File: config.mk
export PLATFORM = sky130hd
export DESIGN_NAME = ifu_flat
export DESIGN_NICKNAME = d
export VERILOG_FILES = /design/src/rtl/ifu_if.sv /design/src/rtl/ifu.sv /design/src/flat_wrapper.sv
export SDC_FILE = /design/constraint.sdc
export NUM_CORES = 1
export LEC_CHECK = 0
export ABC_AREA = 1
export ABC_CLOCK_PERIOD_IN_PS = 1200
export BUFFER_PORTS_ARGS = -buffer_cell sky130_fd_sc_hd__buf_2
export CAP_MARGIN = 0
export CORE_MARGIN = 2
export CORE_UTILIZATION = 40
export CTS_CLUSTER_SIZE = 40
export DETAILED_ROUTE_END_ITERATION = 7
export GPL_ROUTABILITY_DRIVEN = 1
export HOLD_SLACK_MARGIN = 0.03
export PLACE_DENSITY = 0.7
export SYNTH_ARGS = -nofsm -noshare
export SYNTH_HDL_FRONTEND = slang
export SYNTH_SLANG_ARGS = --single-unit
File: constraint.sdc
create_clock -name i_clk -period 1.2 [get_ports i_clk]
set_input_delay 0.24 -clock i_clk [delete_from_list [all_inputs] [get_ports i_clk]]
set_output_delay 0.24 -clock i_clk [all_outputs]
set_load 0.02 [all_outputs]
File: src/rtl/ifu_if.sv
// Fetch-side bundle between the instruction fetch unit and its neighbours.
// Carries the run/stall/jump controls, the program-memory request/response
// pair and the instruction handed to the decoder. master = fetch unit side.
interface ifu_if #(
  parameter int PC_WIDTH = 10
);
  // control from execute / decoder
  logic                i_enable;
  logic                i_stall;
  logic                i_jump;
  logic [PC_WIDTH-1:0] i_jump_addr;
  // program memory
  logic [PC_WIDTH-1:0] o_pmem_addr;
  logic                o_pmem_re;
  logic [15:0]         i_pmem_data;
  logic                i_pmem_valid;
  // to decoder
  logic [15:0]         o_instruction;
  logic                o_instruction_valid;
  logic [PC_WIDTH-1:0] o_pc;

  modport master (
    input  i_enable, i_stall, i_jump, i_jump_addr, i_pmem_data, i_pmem_valid,
    output o_pmem_addr, o_pmem_re, o_instruction, o_instruction_valid, o_pc
  );

  modport slave (
    output i_enable, i_stall, i_jump, i_jump_addr, i_pmem_data, i_pmem_valid,
    input  o_pmem_addr, o_pmem_re, o_instruction, o_instruction_valid, o_pc
  );
endinterface

File: src/rtl/ifu.sv
// Instruction fetch unit: owns the PC, issues one program-memory read at a
//   time and presents the returned 16-bit instruction to the decoder.
// Latency: request -> instruction valid is memory latency + 1 cycle.
// Backpressure: i_stall holds the presented instruction; no new read is
//   issued until it is consumed. Jumps take priority over everything.
// Ports: i_clk, i_rst_n (async active-low) plus the ifu_if master bundle.
module ifu #(
  parameter int                  PC_WIDTH = 10,
  parameter logic [PC_WIDTH-1:0] RESET_PC = '0
) (
  input logic    i_clk,
  input logic    i_rst_n,
  ifu_if.master  bus
);

  typedef enum logic [2:0] {
    IDLE  = 3'd0,
    REQ   = 3'd1,
    WAIT  = 3'd2,
    FLUSH = 3'd3,
    HOLD  = 3'd4
  } state_t;

  state_t              state, state_nxt;
  state_t              run_state;
  logic [PC_WIDTH-1:0] pc, pc_nxt;
  logic [PC_WIDTH-1:0] inst_pc, inst_pc_nxt;
  logic [15:0]         inst, inst_nxt;

  always_ff @(posedge i_clk or negedge i_rst_n) begin
    if (!i_rst_n) begin
      state   <= IDLE;
      pc      <= RESET_PC;
      inst_pc <= '0;
      inst    <= '0;
    end else begin
      state   <= state_nxt;
      pc      <= pc_nxt;
      inst_pc <= inst_pc_nxt;
      inst    <= inst_nxt;
    end
  end

  always_comb begin
    state_nxt   = state;
    pc_nxt      = pc;
    inst_pc_nxt = inst_pc;
    inst_nxt    = inst;
    // where to go once the current fetch (if any) is finished with
    run_state   = bus.i_enable ? REQ : IDLE;

    case (state)
      IDLE: state_nxt = run_state;
      // a read issued this cycle is in flight even if we get redirected
      REQ:  state_nxt = bus.i_jump ? FLUSH : WAIT;
      WAIT: begin
        if (bus.i_jump) begin
          // returning data belongs to the old path; if it is here already
          // there is nothing left to flush
          state_nxt = bus.i_pmem_valid ? run_state : FLUSH;
        end else if (bus.i_pmem_valid) begin
          inst_nxt    = bus.i_pmem_data;
          inst_pc_nxt = pc;
          pc_nxt      = pc + {{(PC_WIDTH-1){1'b0}}, 1'b1};
          state_nxt   = HOLD;
        end
      end
      FLUSH: begin
        if (bus.i_pmem_valid) state_nxt = run_state;
      end
      // a jump kills the held instruction just like a consume would end it
      HOLD: begin
        if (bus.i_jump || !bus.i_stall) state_nxt = run_state;
      end
      default: state_nxt = IDLE;
    endcase

    // redirect overrides the sequential increment in every state
    if (bus.i_jump) pc_nxt = bus.i_jump_addr;
  end

  assign bus.o_pmem_re           = (state == REQ);
  assign bus.o_pmem_addr         = pc;
  assign bus.o_instruction       = inst;
  assign bus.o_instruction_valid = (state == HOLD);
  assign bus.o_pc                = inst_pc;

endmodule

File: src/flat_wrapper.sv
// flat-port wrapper written by rule: the top's interface ports become plain ports
module ifu_flat 
#(
  parameter int                  PC_WIDTH = 10,
  parameter logic [PC_WIDTH-1:0] RESET_PC = '0
)
  (i_clk, i_rst_n, bus_i_enable, bus_i_stall, bus_i_jump, bus_i_jump_addr, bus_i_pmem_data, bus_i_pmem_valid, bus_o_pmem_addr, bus_o_pmem_re, bus_o_instruction, bus_o_instruction_valid, bus_o_pc);
  ifu_if #(.PC_WIDTH(PC_WIDTH)) bus_i ();
  input logic i_clk;
  input logic i_rst_n;
  input wire logic [$bits(bus_i.i_enable)-1:0] bus_i_enable;
  input wire logic [$bits(bus_i.i_stall)-1:0] bus_i_stall;
  input wire logic [$bits(bus_i.i_jump)-1:0] bus_i_jump;
  input wire logic [$bits(bus_i.i_jump_addr)-1:0] bus_i_jump_addr;
  input wire logic [$bits(bus_i.i_pmem_data)-1:0] bus_i_pmem_data;
  input wire logic [$bits(bus_i.i_pmem_valid)-1:0] bus_i_pmem_valid;
  output wire logic [$bits(bus_i.o_pmem_addr)-1:0] bus_o_pmem_addr;
  output wire logic [$bits(bus_i.o_pmem_re)-1:0] bus_o_pmem_re;
  output wire logic [$bits(bus_i.o_instruction)-1:0] bus_o_instruction;
  output wire logic [$bits(bus_i.o_instruction_valid)-1:0] bus_o_instruction_valid;
  output wire logic [$bits(bus_i.o_pc)-1:0] bus_o_pc;
  assign bus_i.i_enable = bus_i_enable;
  assign bus_i.i_stall = bus_i_stall;
  assign bus_i.i_jump = bus_i_jump;
  assign bus_i.i_jump_addr = bus_i_jump_addr;
  assign bus_i.i_pmem_data = bus_i_pmem_data;
  assign bus_i.i_pmem_valid = bus_i_pmem_valid;
  assign bus_o_pmem_addr = bus_i.o_pmem_addr;
  assign bus_o_pmem_re = bus_i.o_pmem_re;
  assign bus_o_instruction = bus_i.o_instruction;
  assign bus_o_instruction_valid = bus_i.o_instruction_valid;
  assign bus_o_pc = bus_i.o_pc;
  ifu #(.PC_WIDTH(PC_WIDTH), .RESET_PC(RESET_PC)) u_core (.i_clk(i_clk), .i_rst_n(i_rst_n), .bus(bus_i));
endmodule
==> out/summary.txt, run 1 <==
Post-synth EDFFs: 0
Max VDD drop: 974 uV
RSZ-0062 raised after global routing: true
Vias: 1984
max-cap viol count: 0
DP HPWL: 3460 um
worst setup margin: -0.250 ns
Critical Path RT: 1.38 ns
global route overflow: 0
DRT Pass-1 Iters: 4
crit path DAT: 1.63 ns
global-route usage over all layers: 21.4%
R2R setup slack: -0.25 ns
fraction of layout cells with a size suffix above 1: 51.3%
Pleak: 1.60 nW
Rows: 24
Synth top cells by count: nand2_1, dfrtp_1, inv_1
HP Class: primary input to flip-flop
post-synth top area share: 52.1%
Critical Path End Type: flip-flop
first-pass GRT wire length: 8740 um
htree depth: 2
WHS Endpoint: u_core.bus.o_instruction[3]
CTS root buf: clkbuf_8
worst-path cell chain: buf_6 > nor2_4 > nand2_2 > nor2_4 > buf_6 > nand2_8 > buf_6 > nand2_1 > nand2_1
Initial Util: 42.2%
Crit-path slowest cell: dfrtp_1
final slew viol count: 0
Final Hold Viols: 0
Avg Inst Size Synth: 7.78 um2
Reg2Reg Launch Point: u_core.state[0]
DIE HEIGHT: 72.5 um
Mapped Cells: 241
Synth-to-Final Area Change: 59.1%
leading area contributor after synthesis: dfrtp_1
Inst Count DP: 373
gp weighted congestion: 0.858
CP bufs+invs: 3
Final min period: 1.45 ns
core footprint: 4440 um2
Yosys cell types: 20
fin area: 2980 um2
Post-route DRC: 0
ranking of synthesized cells by area: dfrtp_1, nand2_1, nand3_1
Seq/Total Area, Yosys: 52.1%
CTS tree: yes
pin count of the biggest net entering global routing: 40
top_reg_cell synth: dfrtp_1
max incr delay on CP: 0.41 ns
Layout Cells excl Fill: 401
Initial DRC Count: 87
routed len/inst: 13.9 um
Mapped Area: 1870 um2
Fmax achieved: 0.690 GHz
Critical Path Most Common Cell: buf_6
die area: 5250 um2
Crit Path Category: flip-flop to flip-flop
final wirelength: 5550 um
CTS max path bufs: 2
failing checks: setup timing
net count reported at finish: 381
initial antenna violation count: 0
syn nets: 274
CTS clk-pin slew, worst paths: 0.08 ns
Ant. Diodes: 0
pwr dens: 2220 nW/um2
worst slew pin tran: 0.482 ns
FFs w/ async S/R, synth: 100%
Clock Skew: 0.00549 ns
run status: finished with violations
number of buffers created by CTS: 5
Final ANT Viol Nets: 0
Register-to-Register Path Depth: 9
yosys warns: 0
IO Pins: 70
via density per instance: 4.95
fin crit share: 121%
R2R Path End: u_core.bus.o_instruction[10]
final setup violation count: 44
Worst Hold Launch: bus_i_pmem_data[3]
Rel. slew slack: 67.9%
Synth Register Bits: 39
fill cell count: 349
Worst path top cell family by delay: simple AND/OR/NAND/NOR gates
CP max FO: 5
CP startpoint kind: flip-flop
Cell Area, Placed: 2400 um2
Die Width: 72.5 um
clock sink total: 39
Clk Latency, worst-skew pair: 0.29 ns
most frequent cell after synthesis: nand2_1
hold path cells: 3
PortBufs: 69
number of global-route vias before repair: 1882
placed cells by master, fill, tap and decap left out, types with 2 or more instances in the layout:
master    synthesis  routed
o21ai_0          13       2
inv_6             0       2
nand4_1           3       3
nand3_2           2       4
nand3_1          17      14
dfrtp_1          39      33
inv_2             0       2
dfrtp_2           0       6
o21ai_2           0       6
clkbuf_8          0       5
o21ai_1           0       5
inv_1            19      16
nor2_2            1       2
nand2_8           0       2
buf_4             0      18
buf_6             4      24
buf_2             4      62
nand2_2           2      30
nor2_1           16      10
nor2_4            1       6
nand2_1         112      82
logic make-up (layout without fill, tap and decap cells):
group                      Yosys count  after routing  synth area share (%)
xor gates and xnor gates             2              2                 0.935
buffers and inverters               30            137                  8.01
and+or+nand+nor                    154            155                  33.8
DFF                                 39             39                  52.1
AOI/OAI and AO/OA                   15             15                  4.47
adders and majority gates            1              1                 0.667
area by class of cell:
| cell class | count | area [um2] | area share, % |
|---|---|---|---|
| clock buffers | 6 | 72.6 | 2.43 |
| flip-flops and latches | 39 | 983 | 33.0 |
| repair buffers | 108 | 788 | 26.4 |
| inverters | 20 | 92.6 | 3.10 |
| repair inverters | 1 | 8.76 | 0.294 |
| multi-input cells | 173 | 960 | 32.2 |
| clock inverters | 2 | 12.5 | 0.419 |
| well taps | 52 | 65.1 | 2.18 |
worst reg2reg max path, cell delays in order (launching register included):
cell     delay, ns
dfrtp_1       0.41
buf_6         0.13
nor2_4        0.08
nand2_2       0.08
nor2_4        0.12
buf_6         0.14
nand2_8       0.10
buf_6         0.18
nand2_1       0.06
nand2_1       0.06
power breakdown:
part | switching [mW] | internal (mW) | leakage [nW]
clock | 0.477 | 0.406 | 0.0412
combinational | 1.95 | 1.47 | 1.08
sequential | 0.454 | 1.87 | 0.480
total | 2.88 | 3.74 | 1.60
registers in the layout (all words and copies together), names as in the netlist:
signal,flops
u_core.bus.o_instruction,16
u_core.state,3
u_core.bus.o_pc,10
u_core.bus.o_pmem_addr,10
per-stage QoR:
step           worst slack (ns)  hold slack (ns)  utilization (%)  power (mW)  TNS, ns
3_5_place_dp            -0.0605            0.227             54.1        4.83    -1.17
6_report                 -0.250            0.136             67.1        6.62    -8.08
5_1_grt                  -0.307            0.150             67.1        7.05   -10.43
4_1_cts                  -0.258            0.139             63.0        6.17    -6.40
2_1_floorplan           -0.0242          -0.0556                -        3.83  -0.0485
3_3_place_gp           -0.00888            0.226             54.1        4.75  -0.0401
worst max path at each step:
stage                                         start  depth (start not counted)  slack (ns)                      endpoint
after CTS                           u_core.state[0]                          5       -0.26       bus_o_instruction_valid
after detailed placement            u_core.state[2]                          7       -0.06     u_core.bus.o_pmem_addr[7]
after floorplan           u_core.bus.o_pmem_addr[0]                          8       -0.02     u_core.bus.o_pmem_addr[8]
after global routing                u_core.state[0]                         11       -0.31     u_core.bus.o_pmem_addr[7]
after global placement              u_core.state[2]                          7      -0.009     u_core.bus.o_pmem_addr[7]
final                               u_core.state[0]                          9       -0.25  u_core.bus.o_instruction[10]
metal layers:
metal	GRT usage [%]	share of wire, %	vias to the layer above
li1	-	-	965
met1	27.2	41	942
met2	37.0	52	69
met3	4.03	5.6	8
met4	6.38	1.3	0
met5	0	0	-
what timing repair did:
| action | in CTS | in global routing |
|---|---|---|
| pin swaps | 3 | 9 |
| hold buffers | 1 | 0 |
| gates resized for setup | 51 | 59 |
| endpoints found under the hold margin | 39 | 0 |
| setup endpoints to repair | 41 | 46 |
| gates cloned | 4 | 1 |
| buffers inserted | 13 | 3 |
Power figures use the tool's default switching activity.
==> run 2, diff against run 1 <==
==> constraint.sdc (replaced) <==
create_clock -name i_clk -period 1.2 [get_ports i_clk]
set_input_delay 0.24 -clock i_clk [delete_from_list [all_inputs] [get_ports i_clk]]
set_output_delay 0.24 -clock i_clk [all_outputs]
set_load 0.05 [all_outputs]
==> run 2 against run 1 <==
Sequential power is 3% lower. Die area stayed put. Critical endpoint is now bus_o_pmem_re. Highest routed layer unchanged. Final area is 5.3% lower. Worst setup slack worse by 0.0061 ns. The flow still finishes with violations (setup timing). Sequential share of layout area is 2.0 points higher. Worst hold slack better by 0.010 ns. Total power is 14% higher. Critical path depth is 4 lower. Clock-buffer cell count is 1 higher. Largest cell class unchanged.
==> out/summary.txt, run 2 (same netlist as run 1, synthesis figures left out) <==
Post-route DRC: 0 (unchanged)
max-cap viol count: 0 (unchanged)
routed len/inst: 12.0 um (-14%)
Crit Path Category: flip-flop to primary output
clock sink total: 39 (unchanged)
Seq pwr share: 29.8% (-5.3 points)
number of global-route vias before repair: 1747 (-7.2%)
core footprint: 4440 um2 (unchanged)
DRT Pass-1 Iters: 4 (unchanged)
Final ANT Viol Nets: 0 (unchanged)
CTS clk-pin slew, worst paths: 0.07 ns (about the same)
Pleak: 1.56 nW (-2.8%)
commonest non-fill, non-tap cell in the layout: nand2_1
Sw Share: 50.7% (+7.2 points)
CTS max path bufs: 2 (unchanged)
Vias: 1873 (-5.6%)
run status: finished with violations
Fmax achieved: 0.687 GHz (-0.42%)
Clk Latency, worst-skew pair: 0.29 ns (about the same)
htree depth: 2 (unchanged)
pwr dens: 2670 nW/um2 (+20%)
Rows: 24 (unchanged)
Clock Skew: 0.00488 ns (-0.000608 ns)
Initial DRC Count: 69 (-21%)
CTS tree: yes
Psw: 3.82 mW (+33%)
fin crit share: 121% (+0.50 points)
Die Width: 72.5 um (unchanged)
Initial Util: 42.2% (unchanged)
Rel. slew slack: 77.8% (+10 points)
CP startpoint kind: flip-flop
RSZ-0062 raised after global routing: true
clock share of power: 12.0% (-1.4 points)
Final Hold Viols: 0 (unchanged)
Critical Path End Type: primary output
CTS root buf: clkbuf_8
most frequent cells in the layout: nand2_1, buf_2, dfrtp_1
Cell Int Power: 3.72 mW (-0.62%)
failing checks: setup timing
crit path DAT: 1.22 ns (-0.41 ns)
HP Class: primary input to flip-flop
via density per instance: 4.74 (-4.2%)
first-pass GRT wire length: 7860 um (-10%)
Inst Count DP: 369 (-1.1%)
Ant. Diodes: 0 (unchanged)
fraction of layout cells with a size suffix above 1: 44.0% (-7.3 points)
initial antenna violation count: 0 (unchanged)
gp weighted congestion: 0.804 (-6.3%)
IO Pins: 70 (unchanged)
worst setup margin: -0.256 ns (-0.00606 ns)
worst hold margin: 0.146 ns (+0.0101 ns)
worst slew pin tran: 0.329 ns (-0.152 ns)
CP max FO: 3 (-2)
DIE HEIGHT: 72.5 um (unchanged)
global-route usage over all layers: 19.2% (-2.2 points)
Max VDD drop: 1190 uV (+22%)
net count reported at finish: 375 (-1.6%)
Layout Cells excl Fill: 395 (-1.5%)
Final min period: 1.46 ns (+0.00606 ns)
Synth-to-Final Area Change: 50.7%
PortBufs: 69 (unchanged)
global route overflow: 0 (unchanged)
number of buffers created by CTS: 5 (unchanged)
Logic pwr share: 58.2% (+6.6 points)
max FFs per register: 16 (unchanged)
DP HPWL: 3210 um (-7.1%)
final slew viol count: 0 (unchanged)
final wirelength: 4730 um (-15%)
pin count of the biggest net entering global routing: 40 (unchanged)
Critical Path RT: 0.96 ns (-0.42 ns)
die area: 5250 um2 (unchanged)
final setup violation count: 41 (-6.8%)
==> run 2: changes by cell type in the layout (fill, tap and decap cells not counted), sizes merged <==
cell and delta:
nand2 -1, clkbuf +7, inv -1, buf -10, clkinvlp -1
==> run 2: path summary, 6_finish.rpt <==
path | from | to | cells past startpoint | slack [ns]
worst max-delay path | u_core.state[0] | bus_o_pmem_re | 5 | -0.26
worst min-delay path | bus_i_pmem_data[8] | u_core.bus.o_instruction[8] | 3 | 0.15
worst max register to register | u_core.state[0] | u_core.bus.o_pc[0] | 8 | -0.24
worst min register to register | u_core.bus.o_instruction[7] | u_core.bus.o_instruction[7] | 2 | 0.47
max in group asynchronous | i_rst_n | u_core.bus.o_pmem_addr[7] | 3 | 0.54
min in group asynchronous | i_rst_n | u_core.bus.o_pc[8] | 3 | 0.45
==> run 2: power by group through the flow <==
stage | Sequential, mW | Combinational (mW) | Clock [mW]
floorplan | 4.03 | 1.04 | 0
global placement | 2.26 | 3.70 | 0
detailed placement | 2.27 | 3.74 | 0
CTS | 2.22 | 4.14 | 0.931
global route | 2.33 | 4.70 | 0.982
finish | 2.25 | 4.39 | 0.905
==> run 2: critical path: stages (launching register included) <==
cell	delay [ns]
dfrtp_1	0.40
buf_4	0.13
buf_6	0.09
nand2_2	0.06
nor2_4	0.09
buf_6	0.16
==> run 2: stage by stage <==
stage | instance area (um2) | setup WS [ns] | util (%) | power (mW) | TNS, ns
final | 2820 | -0.256 | 63.5 | 7.54 | -7.32
after global routing | 2820 | -0.323 | 63.5 | 8.02 | -10.27
after CTS | 2700 | -0.184 | 60.7 | 7.29 | -5.26
after detailed placement | 2400 | -0.0467 | 54.1 | 6.01 | -0.518
after global placement | 2400 | -0.0414 | 54.1 | 5.95 | -0.125
after floorplan | 1930 | -0.127 | - | 5.07 | -0.576
==> run 2: cell type report <==
cell class / instances / area (um2)
Inverter: 20 / 87.6
Sequential cell: 39 / 987
Clock buffer: 7 / 86.3
Multi-Input combinational cell: 172 / 860
Tap cell: 52 / 65.1
Fill cell: 392 / 1620
Clock inverter: 1 / 5.00
Timing Repair Buffer: 104 / 733
==> run 2: timing repair <==
item | in CTS | in global routing
setup buffers | 12 | 4
hold buffers | 1 | 0
gates cloned | 1 | 0
endpoints found under the hold margin | 39 | 0
endpoints found under the setup margin | 46 | 46
gates resized for setup | 33 | 34
pin swaps | 1 | 8
==> run 2: per-layer routing <==
| layer | global-route usage [%] | vias to the layer above | wire length, um | share of wire [%] |
|---|---|---|---|---|
| li1 | - | 948 | - | - |
| met1 | 25.5 | 861 | 2190 | 46 |
| met2 | 31.8 | 54 | 2250 | 48 |
| met3 | 3.19 | 10 | 209 | 4.4 |
| met4 | 7.00 | 0 | 79 | 1.7 |
| met5 | 0 | - | 0 | 0 |
